===== config.mk =====
export PLATFORM = sky130hd
export DESIGN_NAME = gate_activation
export DESIGN_NICKNAME = d
export VERILOG_FILES = /design/src/rtl/rnn_fixed_pkg.sv /design/src/rtl/act_unit.sv /design/src/rtl/gate_activation.sv
export SDC_FILE = /design/constraint.sdc
export NUM_CORES = 2
export LEC_CHECK = 0
export CORE_AREA = 10 10 334 336
export DETAILED_ROUTE_END_ITERATION = 6
export DIE_AREA = 0 0 344 346
export MAX_ROUTING_LAYER = met4
export PLACE_DENSITY = 0.58
export SYNTH_ARGS = -nofsm -noshare
export SYNTH_HDL_FRONTEND = slang
export SYNTH_SLANG_ARGS = --single-unit

===== constraint.sdc =====
create_clock -name clock -period 11 [get_ports clock]
set_clock_uncertainty 0.2 [all_clocks]
set_input_delay 2.2 -clock clock [delete_from_list [all_inputs] [get_ports clock]]
set_output_delay 2.2 -clock clock [all_outputs]
set_load 0.02 [all_outputs]

===== src/rtl/rnn_fixed_pkg.sv =====
// Shared fixed-point definitions for the RNN gate datapath: default Q format,
// derived constants, saturation limits and the activation FSM state encoding.
package rnn_fixed_pkg;

  localparam int DEFAULT_QN = 6;
  localparam int DEFAULT_QM = 11;
  localparam int BITWIDTH   = DEFAULT_QN + DEFAULT_QM + 1;

  // 1.0 and 0.5 in the default Q format
  localparam logic signed [BITWIDTH-1:0] ONE  = BITWIDTH'(1 << DEFAULT_QM);
  localparam logic signed [BITWIDTH-1:0] HALF = BITWIDTH'(1 << (DEFAULT_QM - 1));

  // Saturation limits of the signed word
  localparam logic signed [BITWIDTH-1:0] SAT_MAX = {1'b0, {(BITWIDTH-1){1'b1}}};
  localparam logic signed [BITWIDTH-1:0] SAT_MIN = {1'b1, {(BITWIDTH-1){1'b0}}};

  typedef enum logic [1:0] {
    IDLE = 2'd0,
    PROC = 2'd1,
    DONE = 2'd2
  } state_t;

endpackage


===== src/rtl/act_unit.sv =====
// Combinational per-row arithmetic: saturating dot+bias, then either a
// hard-sigmoid or a hard-tanh clamp, selected at elaboration by ACT_TYPE.
module act_unit
  import rnn_fixed_pkg::*;
#(
  parameter int QN       = DEFAULT_QN,
  parameter int QM       = DEFAULT_QM,
  parameter int ACT_TYPE = 0
) (
  input  logic signed [QN+QM:0] dot,
  input  logic signed [QN+QM:0] bias,
  output logic signed [QN+QM:0] result
);

  localparam int BW = QN + QM + 1;

  localparam logic signed [BW-1:0] SAT_HI    = {1'b0, {(BW-1){1'b1}}};
  localparam logic signed [BW-1:0] SAT_LO    = {1'b1, {(BW-1){1'b0}}};
  localparam logic signed [BW-1:0] ONE_N     = {{(BW-QM-1){1'b0}}, 1'b1, {QM{1'b0}}};
  localparam logic signed [BW-1:0] NEG_ONE_N = -ONE_N;
  // One extra bit of headroom for the sigmoid offset addition
  localparam logic signed [BW:0]   ONE_W     = {{(BW-QM){1'b0}}, 1'b1, {QM{1'b0}}};
  localparam logic signed [BW:0]   HALF_W    = {{(BW-QM+1){1'b0}}, 1'b1, {(QM-1){1'b0}}};

  logic signed [BW:0]   sum_wide;
  logic signed [BW-1:0] sum_sat;
  logic signed [BW-1:0] shifted;
  logic signed [BW:0]   sig_wide;
  logic signed [BW-1:0] sig_y;
  logic signed [BW-1:0] tanh_y;

  // Saturating add followed by both activation candidates and the final select
  always_comb begin
    sum_wide = {dot[BW-1], dot} + {bias[BW-1], bias};
    // Overflow shows up as disagreement between the two top bits
    if (sum_wide[BW] != sum_wide[BW-1]) begin
      sum_sat = sum_wide[BW] ? SAT_LO : SAT_HI;
    end else begin
      sum_sat = sum_wide[BW-1:0];
    end

    // Hard-sigmoid: floor(s/4) + 0.5, clamped to [0, 1]
    shifted  = sum_sat >>> 2;
    sig_wide = {shifted[BW-1], shifted} + HALF_W;
    if (sig_wide[BW]) begin
      sig_y = '0;
    end else if (sig_wide > ONE_W) begin
      sig_y = ONE_N;
    end else begin
      sig_y = sig_wide[BW-1:0];
    end

    // Hard-tanh: clamp to [-1, 1]
    if (sum_sat > ONE_N) begin
      tanh_y = ONE_N;
    end else if (sum_sat < NEG_ONE_N) begin
      tanh_y = NEG_ONE_N;
    end else begin
      tanh_y = sum_sat;
    end

    result = (ACT_TYPE == 1) ? tanh_y : sig_y;
  end

endmodule


===== src/rtl/gate_activation.sv =====
// Vector activation stage: latches a dot-product vector plus bias on
// dataReady, then runs one row per cycle through a shared act_unit and
// pulses outValid once the whole output vector has been rewritten.
module gate_activation
  import rnn_fixed_pkg::*;
#(
  parameter int NROW     = 16,
  parameter int QN       = DEFAULT_QN,
  parameter int QM       = DEFAULT_QM,
  parameter int ACT_TYPE = 0
) (
  input  logic                          clock,
  input  logic                          reset,
  input  logic                          dataReady,
  input  logic [NROW*(QN+QM+1)-1:0]     dotVec,
  input  logic [NROW*(QN+QM+1)-1:0]     biasVec,
  output logic [NROW*(QN+QM+1)-1:0]     outputVec,
  output logic                          outValid,
  output logic                          busy,
  output logic                          overrun
);

  localparam int BW = QN + QM + 1;
  localparam int RW = (NROW > 1) ? $clog2(NROW) : 1;
  localparam logic [RW-1:0] LAST_ROW = RW'(NROW - 1);

  state_t               state_reg;
  state_t               state_next;
  logic [RW-1:0]        row_reg;
  logic [NROW*BW-1:0]   dot_reg;
  logic [NROW*BW-1:0]   bias_reg;
  logic                 overrun_reg;
  logic                 accept;

  logic [BW-1:0]        dot_rows  [NROW];
  logic [BW-1:0]        bias_rows [NROW];
  logic signed [BW-1:0] cur_dot;
  logic signed [BW-1:0] cur_bias;
  logic signed [BW-1:0] act_y;

  // Only IDLE accepts a new vector; anything arriving later is an overrun
  assign accept = (state_reg == IDLE) && dataReady;

  // Unpack the latched vectors into row arrays for the row mux
  generate
    for (genvar gi = 0; gi < NROW; gi++) begin : g_unpack
      assign dot_rows[gi]  = dot_reg[gi*BW +: BW];
      assign bias_rows[gi] = bias_reg[gi*BW +: BW];
    end
  endgenerate

  assign cur_dot  = dot_rows[row_reg];
  assign cur_bias = bias_rows[row_reg];

  act_unit #(
    .QN       (QN),
    .QM       (QM),
    .ACT_TYPE (ACT_TYPE)
  ) u_act (
    .dot    (cur_dot),
    .bias   (cur_bias),
    .result (act_y)
  );

  // State register
  always_ff @(posedge clock) begin
    if (reset) begin
      state_reg <= IDLE;
    end else begin
      state_reg <= state_next;
    end
  end

  // Next-state logic: IDLE -> PROC on accept, PROC -> DONE after the last row, DONE -> IDLE
  always_comb begin
    state_next = state_reg;
    case (state_reg)
      IDLE: if (dataReady) state_next = PROC;
      PROC: if (row_reg == LAST_ROW) state_next = DONE;
      DONE: state_next = IDLE;
      default: state_next = IDLE;
    endcase
  end

  // Input latching and row sequencing
  always_ff @(posedge clock) begin
    if (reset) begin
      dot_reg  <= '0;
      bias_reg <= '0;
      row_reg  <= '0;
    end else if (accept) begin
      dot_reg  <= dotVec;
      bias_reg <= biasVec;
      row_reg  <= '0;
    end else if (state_reg == PROC && row_reg != LAST_ROW) begin
      row_reg <= row_reg + 1'b1;
    end
  end

  // Sticky overrun: set by any strobe that arrives while a vector is in flight
  always_ff @(posedge clock) begin
    if (reset) begin
      overrun_reg <= 1'b0;
    end else if (dataReady && state_reg != IDLE) begin
      overrun_reg <= 1'b1;
    end
  end

  // Per-row output registers; each row only changes on its own PROC cycle
  generate
    for (genvar gi = 0; gi < NROW; gi++) begin : g_out
      logic [BW-1:0] out_row_reg;

      // Capture this row's activation when the row counter selects it
      always_ff @(posedge clock) begin
        if (reset) begin
          out_row_reg <= '0;
        end else if (state_reg == PROC && row_reg == RW'(gi)) begin
          out_row_reg <= act_y;
        end
      end

      assign outputVec[gi*BW +: BW] = out_row_reg;
    end
  endgenerate

  assign outValid = (state_reg == DONE);
  assign busy     = (state_reg != IDLE);
  assign overrun  = overrun_reg;

endmodule


==> impl_metrics.yaml <==
yosys:
  synth_top_family_by_area: "simple AND/OR/NAND/NOR gates"
  synth-edff-count: 0
  syn_inst: 3799
  synthFlopType: "dfxtp_1"
  synth_seq_cells: 839
  synth_warnings: 0
  async_reset_ff_share_pct: 0
  syn-cell-area_sq_mm: 0.03368
  ys_top_cells_by_area: "dfxtp_1 (50%), nand2_1 (15%), mux4_2 (12%), a21oi_1 (9.1%), clkbuf_1 (2.8%)"
  synth.distinct_cells: 63
  syn-mean-instance-area_sq_um: 8.864
  synthMuxAreaShare_pct: 12.15
  synth_top_area_share_pct: 49.88
  synth_adder_area_share_pct: 0.9289
  synth_top_area_cell: "dfxtp_1"
  synth-compound-area-share_pct: 14.31
  synth-seq-area-share_pct: 49.88
  yosys.area_share.simple_pct: 18.35
  synth-xor-area-share_pct: 0.2601
finish:
  final_common_cell: "nand2_1"
  utilization_pct: 44.17
  design_area_sq_mm: 0.04630
  area_growth_syn_to_layout_pct: 37.48
  finalNetCount: 5100
  drive_gt1_share_pct: 8.775
  final_cell_mix: "nand2_1 (1333), clkdlybuf4s50_1 (836), dfxtp_1 (835)"
cts:
  path_clk_slew_ns: 0.06
  cts-buffers-inserted: 94
  clkLatencyLatePin_ns: 0.70
  clock_path_buffers: 3
  cts_tree: "done"
  cts_resized: 0
  numClockSinks: 839
  cts_hold_buf: 0
  cts_root_buf: "clkbuf_16"
  htree_levels: 3
  cts_setup_buffers: 0
global_route:
  antenna_found_initial: 46
  globalRouteOverflowTotal: 0
  grt_use_total_pct: 24.20
  grt_pass1_wl_um: 208500
  grt_max_degree: 224
  grt_pass1_vias: 29589
worst_setup_path:
  worstSetupEndpointType: "flip-flop"
  critPathMaxFanout: 37
  cp_top_family: "compound AO/OA/AOI/OAI gates"
  reg2reg_slack_ns: 2.08
  crit_required_ns: 11.40
  worstRegToRegCells: 23
  max_stage_delay_ns: 1.03
  worstReg2RegEnd: "g_out[11].out_row_reg[4]$_SDFFE_PP0P_"
  worstSetupStartpoint: "row_reg[0]$_SDFFE_PP0P_"
  path_cells: "buf_4 -> mux4_2 -> mux4_2 -> ha_1 -> a21oi_1 -> o21ai_0 -> o31ai_1 -> nand2_1 -> or4_1 -> a31oi_1 -> xnor2_1 -> ha_1 -> clkinv_1 -> or2_2 -> o21ai_0 -> ha_1 -> nand2_1 -> a311oi_1 -> o211ai_1 -> a2111oi_4 -> o22ai_2 -> nor4_4 -> a22o_1"
  crit_path_top_delay_cell: "nor4_4"
  path_depth: 23
  critPathLaunchType: "flip-flop"
  regToRegStartpoint: "row_reg[0]$_SDFFE_PP0P_"
  crit_type: "flip-flop to flip-flop"
  crit_end: "g_out[11].out_row_reg[4]$_SDFFE_PP0P_"
  cpMostUsedCell: "ha_1"
  worstPathArrival_ns: 9.32
  cp_num_buf_inv: 2
power_and_ir_drop:
  power_density_mw_per_mm2: 162.3
  power.total_uw: 7514
  power_leakage_uw: 0.01666
  ir_drop_v: 0.0001184
worst_hold_path:
  holdCritPathClass: "flip-flop to flip-flop"
sta:
  maxSlewHeadroom_pct: 15.43
  hold_viol: 0
  setup_viol_count_final: 0
  hold_ws_ns: 0.2512
  post-route-period-util_pct: 81.14
  worst_pin_slew_ns: 1.268
  final-max-slew-violation-count: 0
  max_clock_freq_ghz: 0.1120
  final.setup.tns_ns: 0
  period_needed_ns: 8.925
  rsz0062_at_grt: "false"
routing:
  vias_per_cell: 5.054
  drt-pass1-iter-count: 5
  via_count: 30352
  wirelength_um: 147800
  drc_errors: 0
  drt_iter0_markers: 2617
  drt.antenna.violating_nets: 0
  wl_per_cell_um: 24.61
floorplan:
  core-area_sq_mm: 0.1048
  fp-row-count: 119
  dieWidth_um: 344
  io_pins: 870
  start_util_pct: 32.13
  die_h_um: 346
  die_area_sq_mm: 0.1190
placed_design:
  gp_congestion: 0.8825
  hpwl_um: 113900
  place_area_sq_mm: 0.04311
  port_buffers: 837
job:
  maxCapViolCount: 0
outcome:
  status: "completed"
-- tightest hold or removal path, stage by stage (launching register included) --
cell and delay (ns):
dfxtp_1 0.30, nand2_1 0.05, a21oi_1 0.05
-- through the flow --
step	cells	setup WS (ns)
6_report	6006	2.075
5_1_grt	6002	1.511
4_1_cts	5961	2.076
3_5_place_dp	5791	2.106
3_3_place_gp	5791	2.177
2_1_floorplan	3830	3.101
-- kinds of logic (layout without fill, tap and decap cells) --
kind of cell	count (synthesis)	count (layout)
AOI/OAI and AO/OA	876	876
xor gates and xnor gates	10	10
adders and majority gates	25	25
buffers and inverters	328	1068
DFF	839	839
muxes	187	187
other	1	77
and+or+nand+nor	1533	1533
-- Yosys cell counts, types with 4 or more instances --
| library cell | number |
|---|---|
| a21oi_1 | 610 |
| a22o_1 | 64 |
| a31oi_1 | 9 |
| and2_1 | 72 |
| and3_1 | 8 |
| buf_1 | 24 |
| buf_2 | 5 |
| buf_4 | 33 |
| clkbuf_1 | 249 |
| dfxtp_1 | 839 |
| ha_1 | 25 |
| inv_1 | 12 |
| mux2_2 | 4 |
| mux2i_1 | 6 |
| mux4_2 | 177 |
| nand2_1 | 1334 |
| nand2b_1 | 5 |
| nand3_1 | 17 |
| nor2_1 | 41 |
| nor2b_1 | 10 |
| nor3_1 | 14 |
| o211ai_1 | 13 |
| o21a_1 | 5 |
| o21ai_0 | 134 |
| o21ai_1 | 11 |
| or2_2 | 6 |
| or3_1 | 7 |
| xnor2_1 | 8 |
-- routing by layer --
layer	GRT usage [%]	vias up	share of wire, %
met2	39.27	1083	48
met1	29.69	14790	42
met4	6.134	0	2.2
met3	6.288	153	8.1
met5	-	-	0
li1	-	14326	-
-- worst min-delay path by stage --
| stage | startpoint | to | depth (start not counted) |
|---|---|---|---|
| floorplan | bias_reg[180]$_SDFFE_PP0P_ | bias_reg[180]$_SDFFE_PP0P_ | 2 |
| global placement | g_out[15].out_row_reg[1]$_SDFFE_PP0P_ | g_out[15].out_row_reg[1]$_SDFFE_PP0P_ | 2 |
| detailed placement | g_out[0].out_row_reg[0]$_SDFFE_PP0P_ | g_out[0].out_row_reg[0]$_SDFFE_PP0P_ | 2 |
| CTS | g_out[0].out_row_reg[8]$_SDFFE_PP0P_ | g_out[0].out_row_reg[8]$_SDFFE_PP0P_ | 2 |
| global route | dot_reg[234]$_SDFFE_PP0P_ | dot_reg[234]$_SDFFE_PP0P_ | 2 |
| finish | dot_reg[140]$_SDFFE_PP0P_ | dot_reg[140]$_SDFFE_PP0P_ | 2 |
-- cell type report --
| type | instances | area (sq um) |
|---|---|---|
| inverters | 14 | 52.55 |
| flip-flops and latches | 839 | 16810 |
| diodes | 45 | 112.6 |
| clock inverters | 34 | 367.9 |
| fillers | 10326 | 58520 |
| repair buffers | 884 | 8861 |
| multi-input cells | 2663 | 15640 |
| well taps | 1391 | 1740 |
| clock buffers | 136 | 2711 |
-- where the power goes --
group | switching, uW | internal [uW]
Combinational | 657 | 450
Clock | 1340 | 1790
Sequential | 98.1 | 3170
Total | 2100 | 5420
Note: power is estimated with default switching activity, not from simulation.
